### src/rtl/div_issue_ctrl.sv
// Issue/sequencing controller for the multi-cycle radix-2 divider in the EX stage.
// Latches operands, runs the divider handshake, stalls EX and presents a one-shot {hi,lo} result.
module div_issue_ctrl #(
    parameter int unsigned TIMEOUT = 48,
    parameter int unsigned CNT_W   = 6
) (
    input  logic        clk,
    input  logic        rst,
    input  logic        start,
    input  logic        sign,
    input  logic [31:0] a,
    input  logic [31:0] b,
    input  logic        flush,
    input  logic        stallM,
    output logic        div_opn_valid,
    output logic [31:0] div_a,
    output logic [31:0] div_b,
    output logic        div_sign,
    output logic        div_abort,
    output logic        div_res_ready,
    input  logic        div_res_valid,
    input  logic [63:0] div_result,
    output logic        stall_e,
    output logic        hilo_valid,
    output logic [63:0] hilo_out,
    output logic        timeout_err
);

    typedef enum logic [1:0] {
        S_IDLE = 2'd0,
        S_BUSY = 2'd1,
        S_ZERO = 2'd2,
        S_DONE = 2'd3
    } state_t;

    localparam logic [CNT_W-1:0] CNT_LAST = CNT_W'(TIMEOUT - 1);

    state_t            state_q, state_d;
    logic [CNT_W-1:0]  cnt_q, cnt_d;
    logic              div_opn_valid_q, div_opn_valid_d;
    logic [31:0]       div_a_q, div_a_d;
    logic [31:0]       div_b_q, div_b_d;
    logic              div_sign_q, div_sign_d;
    logic              div_abort_q, div_abort_d;
    logic              hilo_valid_q, hilo_valid_d;
    logic [63:0]       hilo_out_q, hilo_out_d;
    logic              timeout_err_q, timeout_err_d;

    logic              b_zero_s;
    logic              res_take_s;
    logic              tmo_s;

    assign b_zero_s   = (b == 32'd0);
    assign res_take_s = div_res_valid & ~stallM;
    // A result arriving on the last allowed cycle beats the timeout.
    assign tmo_s      = (cnt_q == CNT_LAST) & ~div_res_valid;

    // State register
    always_ff @(posedge clk or posedge rst) begin
        if (rst) begin
            state_q <= S_IDLE;
        end else begin
            state_q <= state_d;
        end
    end

    // Next-state decode; flush overrides every state
    always_comb begin
        state_d = state_q;
        if (flush) begin
            state_d = S_IDLE;
        end else begin
            case (state_q)
                S_IDLE: begin
                    if (start) begin
                        state_d = b_zero_s ? S_ZERO : S_BUSY;
                    end else begin
                        state_d = S_IDLE;
                    end
                end
                S_BUSY: begin
                    if (res_take_s || tmo_s) begin
                        state_d = S_DONE;
                    end else begin
                        state_d = S_BUSY;
                    end
                end
                S_ZERO: state_d = S_DONE;
                S_DONE: begin
                    if (stallM) begin
                        state_d = S_DONE;
                    end else begin
                        state_d = S_IDLE;
                    end
                end
                default: state_d = S_IDLE;
            endcase
        end
    end

    // Output/datapath next values for the registered outputs
    always_comb begin
        cnt_d           = cnt_q;
        div_opn_valid_d = div_opn_valid_q;
        div_a_d         = div_a_q;
        div_b_d         = div_b_q;
        div_sign_d      = div_sign_q;
        div_abort_d     = 1'b0;
        hilo_valid_d    = hilo_valid_q;
        hilo_out_d      = hilo_out_q;
        timeout_err_d   = timeout_err_q;
        if (flush) begin
            div_opn_valid_d = 1'b0;
            hilo_valid_d    = 1'b0;
            cnt_d           = {CNT_W{1'b0}};
            div_abort_d     = (state_q == S_BUSY);
        end else begin
            case (state_q)
                S_IDLE: begin
                    if (start && !b_zero_s) begin
                        div_a_d         = a;
                        div_b_d         = b;
                        div_sign_d      = sign;
                        div_opn_valid_d = 1'b1;
                        cnt_d           = {CNT_W{1'b0}};
                    end else begin
                        div_opn_valid_d = 1'b0;
                    end
                end
                S_BUSY: begin
                    if (res_take_s) begin
                        hilo_out_d      = div_result;
                        hilo_valid_d    = 1'b1;
                        div_opn_valid_d = 1'b0;
                    end else if (tmo_s) begin
                        div_abort_d     = 1'b1;
                        timeout_err_d   = 1'b1;
                        hilo_out_d      = 64'h0;
                        hilo_valid_d    = 1'b1;
                        div_opn_valid_d = 1'b0;
                    end else if (cnt_q != CNT_LAST) begin
                        cnt_d = cnt_q + CNT_W'(1);
                    end else begin
                        cnt_d = cnt_q;
                    end
                end
                S_ZERO: begin
                    hilo_out_d   = 64'h0;
                    hilo_valid_d = 1'b1;
                end
                S_DONE: begin
                    if (stallM) begin
                        hilo_valid_d = 1'b1;
                    end else begin
                        hilo_valid_d = 1'b0;
                    end
                end
                default: begin
                    div_opn_valid_d = 1'b0;
                    hilo_valid_d    = 1'b0;
                end
            endcase
        end
    end

    // Registered outputs and busy counter
    always_ff @(posedge clk or posedge rst) begin
        if (rst) begin
            cnt_q           <= {CNT_W{1'b0}};
            div_opn_valid_q <= 1'b0;
            div_a_q         <= 32'd0;
            div_b_q         <= 32'd0;
            div_sign_q      <= 1'b0;
            div_abort_q     <= 1'b0;
            hilo_valid_q    <= 1'b0;
            hilo_out_q      <= 64'h0;
            timeout_err_q   <= 1'b0;
        end else begin
            cnt_q           <= cnt_d;
            div_opn_valid_q <= div_opn_valid_d;
            div_a_q         <= div_a_d;
            div_b_q         <= div_b_d;
            div_sign_q      <= div_sign_d;
            div_abort_q     <= div_abort_d;
            hilo_valid_q    <= hilo_valid_d;
            hilo_out_q      <= hilo_out_d;
            timeout_err_q   <= timeout_err_d;
        end
    end

    assign stall_e       = ((state_q == S_IDLE) & start & ~flush) | (state_q == S_BUSY) | (state_q == S_ZERO);
    assign div_res_ready = (state_q == S_BUSY) & ~stallM;

    assign div_opn_valid = div_opn_valid_q;
    assign div_a         = div_a_q;
    assign div_b         = div_b_q;
    assign div_sign      = div_sign_q;
    assign div_abort     = div_abort_q;
    assign hilo_valid    = hilo_valid_q;
    assign hilo_out      = hilo_out_q;
    assign timeout_err   = timeout_err_q;

endmodule

### config.mk
export PLATFORM = sky130hd
export DESIGN_NAME = div_issue_ctrl
export DESIGN_NICKNAME = d
export VERILOG_FILES = /design/src/rtl/div_issue_ctrl.sv
export SDC_FILE = /design/constraint.sdc
export NUM_CORES = 1
export LEC_CHECK = 0
export ABC_CLOCK_PERIOD_IN_PS = 4000
export BUFFER_PORTS_ARGS = -buffer_cell sky130_fd_sc_hd__buf_2
export CAP_MARGIN = 15
export CORE_AREA = 2 2 123 125
export DETAILED_ROUTE_END_ITERATION = 6
export DIE_AREA = 0 0 125 127
export PLACE_DENSITY = 0.7
export SETUP_SLACK_MARGIN = 0.3
export SYNTH_ARGS = -nofsm -noshare
export SYNTH_HDL_FRONTEND = slang
export SYNTH_SLANG_ARGS = --single-unit
### constraint.sdc
create_clock -name clk -period 4 [get_ports clk]
set_clock_uncertainty 0.2 [all_clocks]
set_input_delay 0.2 -clock clk [delete_from_list [all_inputs] [get_ports clk]]
set_output_delay 0.2 -clock clk [all_outputs]
set_load 0.005 [all_outputs]
==> results.yml, run 1 <==
final_layout:
  final_cell_mix: "buf_2, dfrtp_1, dlygate4sd3_1"
  final_common_cell: "buf_2"
  area_growth_pct: 61.9
  layout-drive-gt1-share_pct: 41.8
  fin_nets: 907
sta:
  period_share_pct: 72.0
  fmax_mhz: 347
  hold_viol: 0
  setup_viol_count_final: 0
  drv_slew: 0
  rsz0062_at_grt: "no"
  maxSlewHeadroom_pct: 31.9
  setup_ws_ps: 1120
  tightest_slew_ps: 1020
  fin_crit_ps: 2880
  setup_tns_ps: 0
clock_tree:
  clk_latency_ps: 410
  cts_inserted_buffers: 17
  cts_tree: "done"
  cts.sink_count: 141
  clkTransAtPathRegs_ps: 60
  cts_resized: 0
  cts_buffer_depth: 2
  holdBufCountCts: 134
  cts_root_buf: "clkbuf_16"
  cts.htree.levels: 4
  postCtsSetupBuffers: 0
die:
  core_region_area_mm2: 0.0144
  num_rows: 44
  fp.dieH_um: 127
  dieArea_mm2: 0.0159
  num_io_pins: 270
  die_w_um: 125
  initial_core_util_pct: 37.9
drt:
  wl_per_cell_um: 17.2
  drt_wl_total_mm: 16.6
  m1WireLength_mm: 6.56
  highest_layer: "met4"
  wl_met3_mm: 1.20
  drt_iter0_markers: 168
  antenna_left: 0
  wl_met2_mm: 8.26
  vias: 4852
  drc: 0
  dr.pass1.iters: 4
  via_per_inst: 5.01
placed_design:
  globalplace.congestion: 0.840
  dp_worst_setup_slack_ps: 1200
  port-buffer-count: 269
  hpwl_mm: 10.3
global_routing:
  grt_usage_pct: 21.2
  grt_antenna_before_repair: 1
  grt_max_degree: 84
  grt-ovfl-total: 0
  grt_pass1_wl_mm: 26.6
  grt_pass1_vias: 5148
outcome:
  status: "finished, final reports clean"
power_and_ir_drop:
  power.leakage_nw: 4.46
  peakVddDrop_uv: 279
  power_mw: 4.25
  power_density_mw_per_mm2: 480
yosys:
  synth_top_area_share_pct: 64.6
  synthTopCellsByArea: "dfrtp_1, mux2_1, a22o_1, mux2_2, nor4_1"
  postSynthCellCount: 366
  yosys.area.top_type: "dfrtp_1"
  syn_nets: 502
  avgSynthCellArea_um2: 14.9
  synthFlopType: "dfrtp_1"
  synth.distinct_cells: 43
  yosys_warnings: 0
  synthesis.area_mm2: 0.00546
  ys_seq_area_share_pct: 64.6
  postSynth.asyncResetShare_pct: 100
  synth_edf_count: 0
  ys_ff_latch: 141
critical_path:
  worstPathCellList: "dlygate4sd3_1 -> buf_2 -> nor4_1 -> nand4_1 -> o211ai_4 -> buf_4 -> mux2_1"
  worstSetupEndpointType: "flop"
  cp_max_fo: 38
  cp.required_ps: 4080
  start_kind: "primary input"
  critical_path_arrival_ps: 2960
  critical_path_class: "in -> reg"
  cp_slowest_cell: "nor4_1"
  cpPeakStageDelay_ps: 590
flow_run:
  drv_cap: 0
worst_hold_path:
  hold_path_class: "reg -> reg"
==> per-stage QoR <==
step / cell area, um^2 / hold WS, ps / cells / utilization (%)
after detailed placement: 6940 / 221 / 802 / 48.1
final: 8840 / 265 / 969 / 61.3
after global placement: 6940 / 211 / 802 / 48.1
after floorplan: 5470 / 132 / 366 / -
after global routing: 8840 / 277 / 969 / 61.3
after CTS: 8840 / 261 / 968 / 61.3
==> final cells by class <==
type,instances,area [um^2]
inverters,4,18.8
fillers,1081,5580
well taps,184,230
diodes,1,2.50
clock buffers,19,443
repair buffers,409,2730
flip-flops and latches,141,3530
clock inverters,13,118
multi-input cells,198,1770
==> routing by layer <==
layer	vias to the layer above	GRT usage [%]
li1	2203	-
met1	2347	25.5
met2	258	35.4
met3	44	5.28
met4	0	11.2
met5	-	0
==> synth_stat cells, types with 2 or more instances <==
master	count
inv_1	4
buf_2	9
nand2b_1	2
mux2_2	15
o31a_1	2
nor2_1	8
a32o_1	3
nand4_1	2
a21oi_1	3
a22o_1	64
buf_6	5
and3_1	3
o21ai_0	2
o311a_1	2
nor4_1	10
a31o_2	2
buf_4	7
nand2_1	4
nand3_1	4
mux2_1	50
nor2b_1	3
dfrtp_1	141
==> state kept, by name (all words and copies together) (netlist names) <==
register,cells
hilo_out,64
div_a,32
div_b,32
cnt_q,6
state_q,2
div_abort,1
div_opn_valid,1
div_sign,1
hilo_valid,1
timeout_err,1
==> worst paths after layout <==
kind | startpoint | to | slack [ps] | depth (start not counted)
setup / recovery | b[13] | div_b[12] | 1120 | 7
hold / removal | timeout_err | timeout_err | 270 | 1
setup reg to reg | state_q[1] | hilo_out[24] | 1730 | 5
hold reg to reg | timeout_err | timeout_err | 270 | 1
max in group asynchronous | rst | div_a[7] | 2440 | 4
min in group asynchronous | rst | hilo_out[9] | 370 | 4
==> where the power goes <==
part           internal [mW]  switching [mW]  leakage, nW
Combinational          0.526           0.367         2.44
Clock                  0.872           0.596        0.262
Sequential              1.72           0.166         1.76
Total                   3.12            1.13         4.46
==> worst max-delay path, delay by kind of cell <==
kind | cells | cell delay (ps)
muxes | 1 | 390
buffers and inverters | 3 | 1150
and+or+nand+nor | 2 | 950
AOI/OAI and AO/OA | 1 | 260
==> cell families (layout without fill, tap and decap cells) <==
| family | count (synthesis) | in the layout | synth area share [%] |
|---|---|---|---|
| AOI/OAI and AO/OA | 89 | 89 | 14.0 |
| buffers and inverters | 27 | 445 | 3.25 |
| and+or+nand+nor | 42 | 42 | 4.33 |
| other | 0 | 1 | 0 |
| adders and majority gates | 1 | 1 | 0.229 |
| DFF | 141 | 141 | 64.6 |
| muxes | 66 | 66 | 13.6 |
(Power assumes the default switching activity.)
==> inputs of run 2 (changes only) <==
--- a/config.mk
+++ b/config.mk
@@ -5,13 +5,13 @@
 export SDC_FILE = /design/constraint.sdc
 export NUM_CORES = 1
 export LEC_CHECK = 0
-export ABC_CLOCK_PERIOD_IN_PS = 4000
+export ABC_CLOCK_PERIOD_IN_PS = 2800
 export BUFFER_PORTS_ARGS = -buffer_cell sky130_fd_sc_hd__buf_2
 export CAP_MARGIN = 15
 export CORE_AREA = 2 2 123 125
 export DETAILED_ROUTE_END_ITERATION = 6
 export DIE_AREA = 0 0 125 127
-export PLACE_DENSITY = 0.7
+export PLACE_DENSITY = 0.68
 export SETUP_SLACK_MARGIN = 0.3
 export SYNTH_ARGS = -nofsm -noshare
 export SYNTH_HDL_FRONTEND = slang
==> constraint.sdc (replaced) <==
create_clock -name clk -period 2.8 [get_ports clk]
set_clock_uncertainty 0.2 [all_clocks]
set_input_delay 0.14 -clock clk [delete_from_list [all_inputs] [get_ports clk]]
set_output_delay 0.14 -clock clk [all_outputs]
set_load 0.005 [all_outputs]
==> run 2 against run 1 <==
  * Hold slack worse by 110 ps
  * Largest cell class unchanged
  * Critical path depth is 1 higher
  * Cell count unchanged
  * Final area up 0.82%
  * Sequential power rose by 43%
  * Critical path type unchanged
  * Count of clock-buffer cells in the layout up 1
  * Sequential share of layout area is 0.32 points lower
==> results.yml, run 2 (synthesis gave the netlist of run 1 again) <==
power_and_ir_drop:
  peakVddDrop_uv: 346
  pwr-share-seq_pct: 43.7
  p_int_mw: 4.56
  power_frac_comb_pct: 20.7
  p_sw_share_pct: 26.4
  power_density_mw_per_mm2: 694
  power.leakage_nw: 4.49
  p_clk_share_pct: 35.5
  p_sw_mw: 1.63
clock_tree:
  cts_root_buf: "clkbuf_16"
  cts.sink_count: 141
  cts_buffer_depth: 2
  clkTransAtPathRegs_ps: 60
  cts_inserted_buffers: 17
  cts.htree.levels: 4
  clk_latency_ps: 410
  cts_tree: "done"
critical_path:
  cp_max_fo: 55
  start_kind: "primary input"
  worstSetupEndpointType: "flop"
  cp.required_ps: 2890
  critical_path_arrival_ps: 2470
  critical_path_class: "in -> reg"
sta:
  period_share_pct: 84.8
  setup_viol_count_final: 0
  setup_tns_ps: 0
  hold_viol: 0
  drv_slew: 0
  maxSlewHeadroom_pct: 50.5
  rsz0062_at_grt: "no"
  fin_crit_ps: 2370
  tightest_slew_ps: 743
  fmax_mhz: 421
  hold_ws_ps: 155
  setup_ws_ps: 426
final_layout:
  antenna_cells: 0
  layout-drive-gt1-share_pct: 41.9
  fin_util_pct: 61.8
  final_cell_mix: "buf_2, dfrtp_1, dlygate4sd3_1"
  area_growth_pct: 63.3
  fin_nets: 908
  nFillCells: 1050
  final_common_cell: "buf_2"
  largest_register_ffs: 64
drt:
  drt_iter0_markers: 137
  drc: 0
  wl_met3_mm: 1.16
  drt_wl_total_mm: 16.7
  highest_layer: "met4"
  antenna_left: 0
  wl_met2_mm: 8.32
  via_per_inst: 4.98
  wl_per_cell_um: 17.3
  vias: 4826
  m1WireLength_mm: 6.88
  dr.pass1.iters: 4
die:
  core_region_area_mm2: 0.0144
  fp.dieH_um: 127
  initial_core_util_pct: 37.9
  num_rows: 44
  dieArea_mm2: 0.0159
  die_w_um: 125
  num_io_pins: 270
placed_design:
  dp_worst_setup_slack_ps: 376
  hpwl_mm: 10.4
  port-buffer-count: 269
  globalplace.congestion: 0.881
global_routing:
  grt_usage_pct: 21.3
  grt_pass1_wl_mm: 26.7
  grt_max_degree: 142
  grt_pass1_vias: 5158
  grt-ovfl-total: 0
  grt_antenna_before_repair: 0
flow_run:
  drv_cap: 0
outcome:
  status: "finished, final reports clean"
worst_hold_path:
  hold_path_class: "in -> reg"
[run 2: power groups by stage]
stage          sequential, mW  clock [mW]  combinational [mW]
6_report                 2.71        2.20                1.28
5_1_grt                  2.76        2.36                1.39
4_1_cts                  2.70        2.26                1.27
3_5_place_dp             2.71           0                1.13
3_3_place_gp             2.70           0                1.10
2_1_floorplan            2.74           0               0.444
[run 2: worst paths after layout]
path | startpoint | end | slack [ps] | depth (start not counted)
worst max-delay path | b[8] | div_a[29] | 430 | 8
worst min-delay path | b[9] | state_q[0] | 150 | 6
worst max register to register | state_q[1] | hilo_out[0] | 580 | 4
worst min register to register | timeout_err | timeout_err | 260 | 1
max in group asynchronous | rst | cnt_q[5] | 1540 | 4
min in group asynchronous | rst | div_b[6] | 270 | 4
[run 2: metal layers]
| metal | vias up | track usage (%) |
|---|---|---|
| li1 | 2199 | - |
| met1 | 2378 | 25.5 |
| met2 | 221 | 36.9 |
| met3 | 28 | 5.78 |
| met4 | 0 | 8.10 |
| met5 | - | 0 |
[run 2: final cells by class]
type	instances	area [um^2]	area share (%)
flip-flops and latches	141	3530	39.6
repair buffers	410	2780	31.2
multi-input cells	198	1780	19.9
clock buffers	20	447	5.01
well taps	184	230	2.58
clock inverters	12	138	1.54
inverters	4	18.8	0.210
[run 2: timing repair]
| action | 4_1_cts | 5_1_grt |
|---|---|---|
| buffers inserted | 0 | 2 |
| gates resized for setup | 0 | 1 |
| hold endpoints to repair | 275 | 0 |
| endpoints found under the setup margin | 0 | 59 |
| hold buffers | 134 | 0 |
[run 2: through the flow]
step | instance area (um^2) | cells | total power, mW
4_1_cts | 8890 | 967 | 6.23
3_5_place_dp | 6970 | 801 | 3.85
3_3_place_gp | 6970 | 801 | 3.80
5_1_grt | 8920 | 969 | 6.51
6_report | 8920 | 969 | 6.19
2_1_floorplan | 5470 | 366 | 3.18
[run 2: critical path, cell delays in order]
cell	delay, ps
dlygate4sd3_1	550
buf_2	130
nor4_1	420
nand4_1	130
buf_4	190
o211ai_4	190
buf_12	300
mux2_2	380
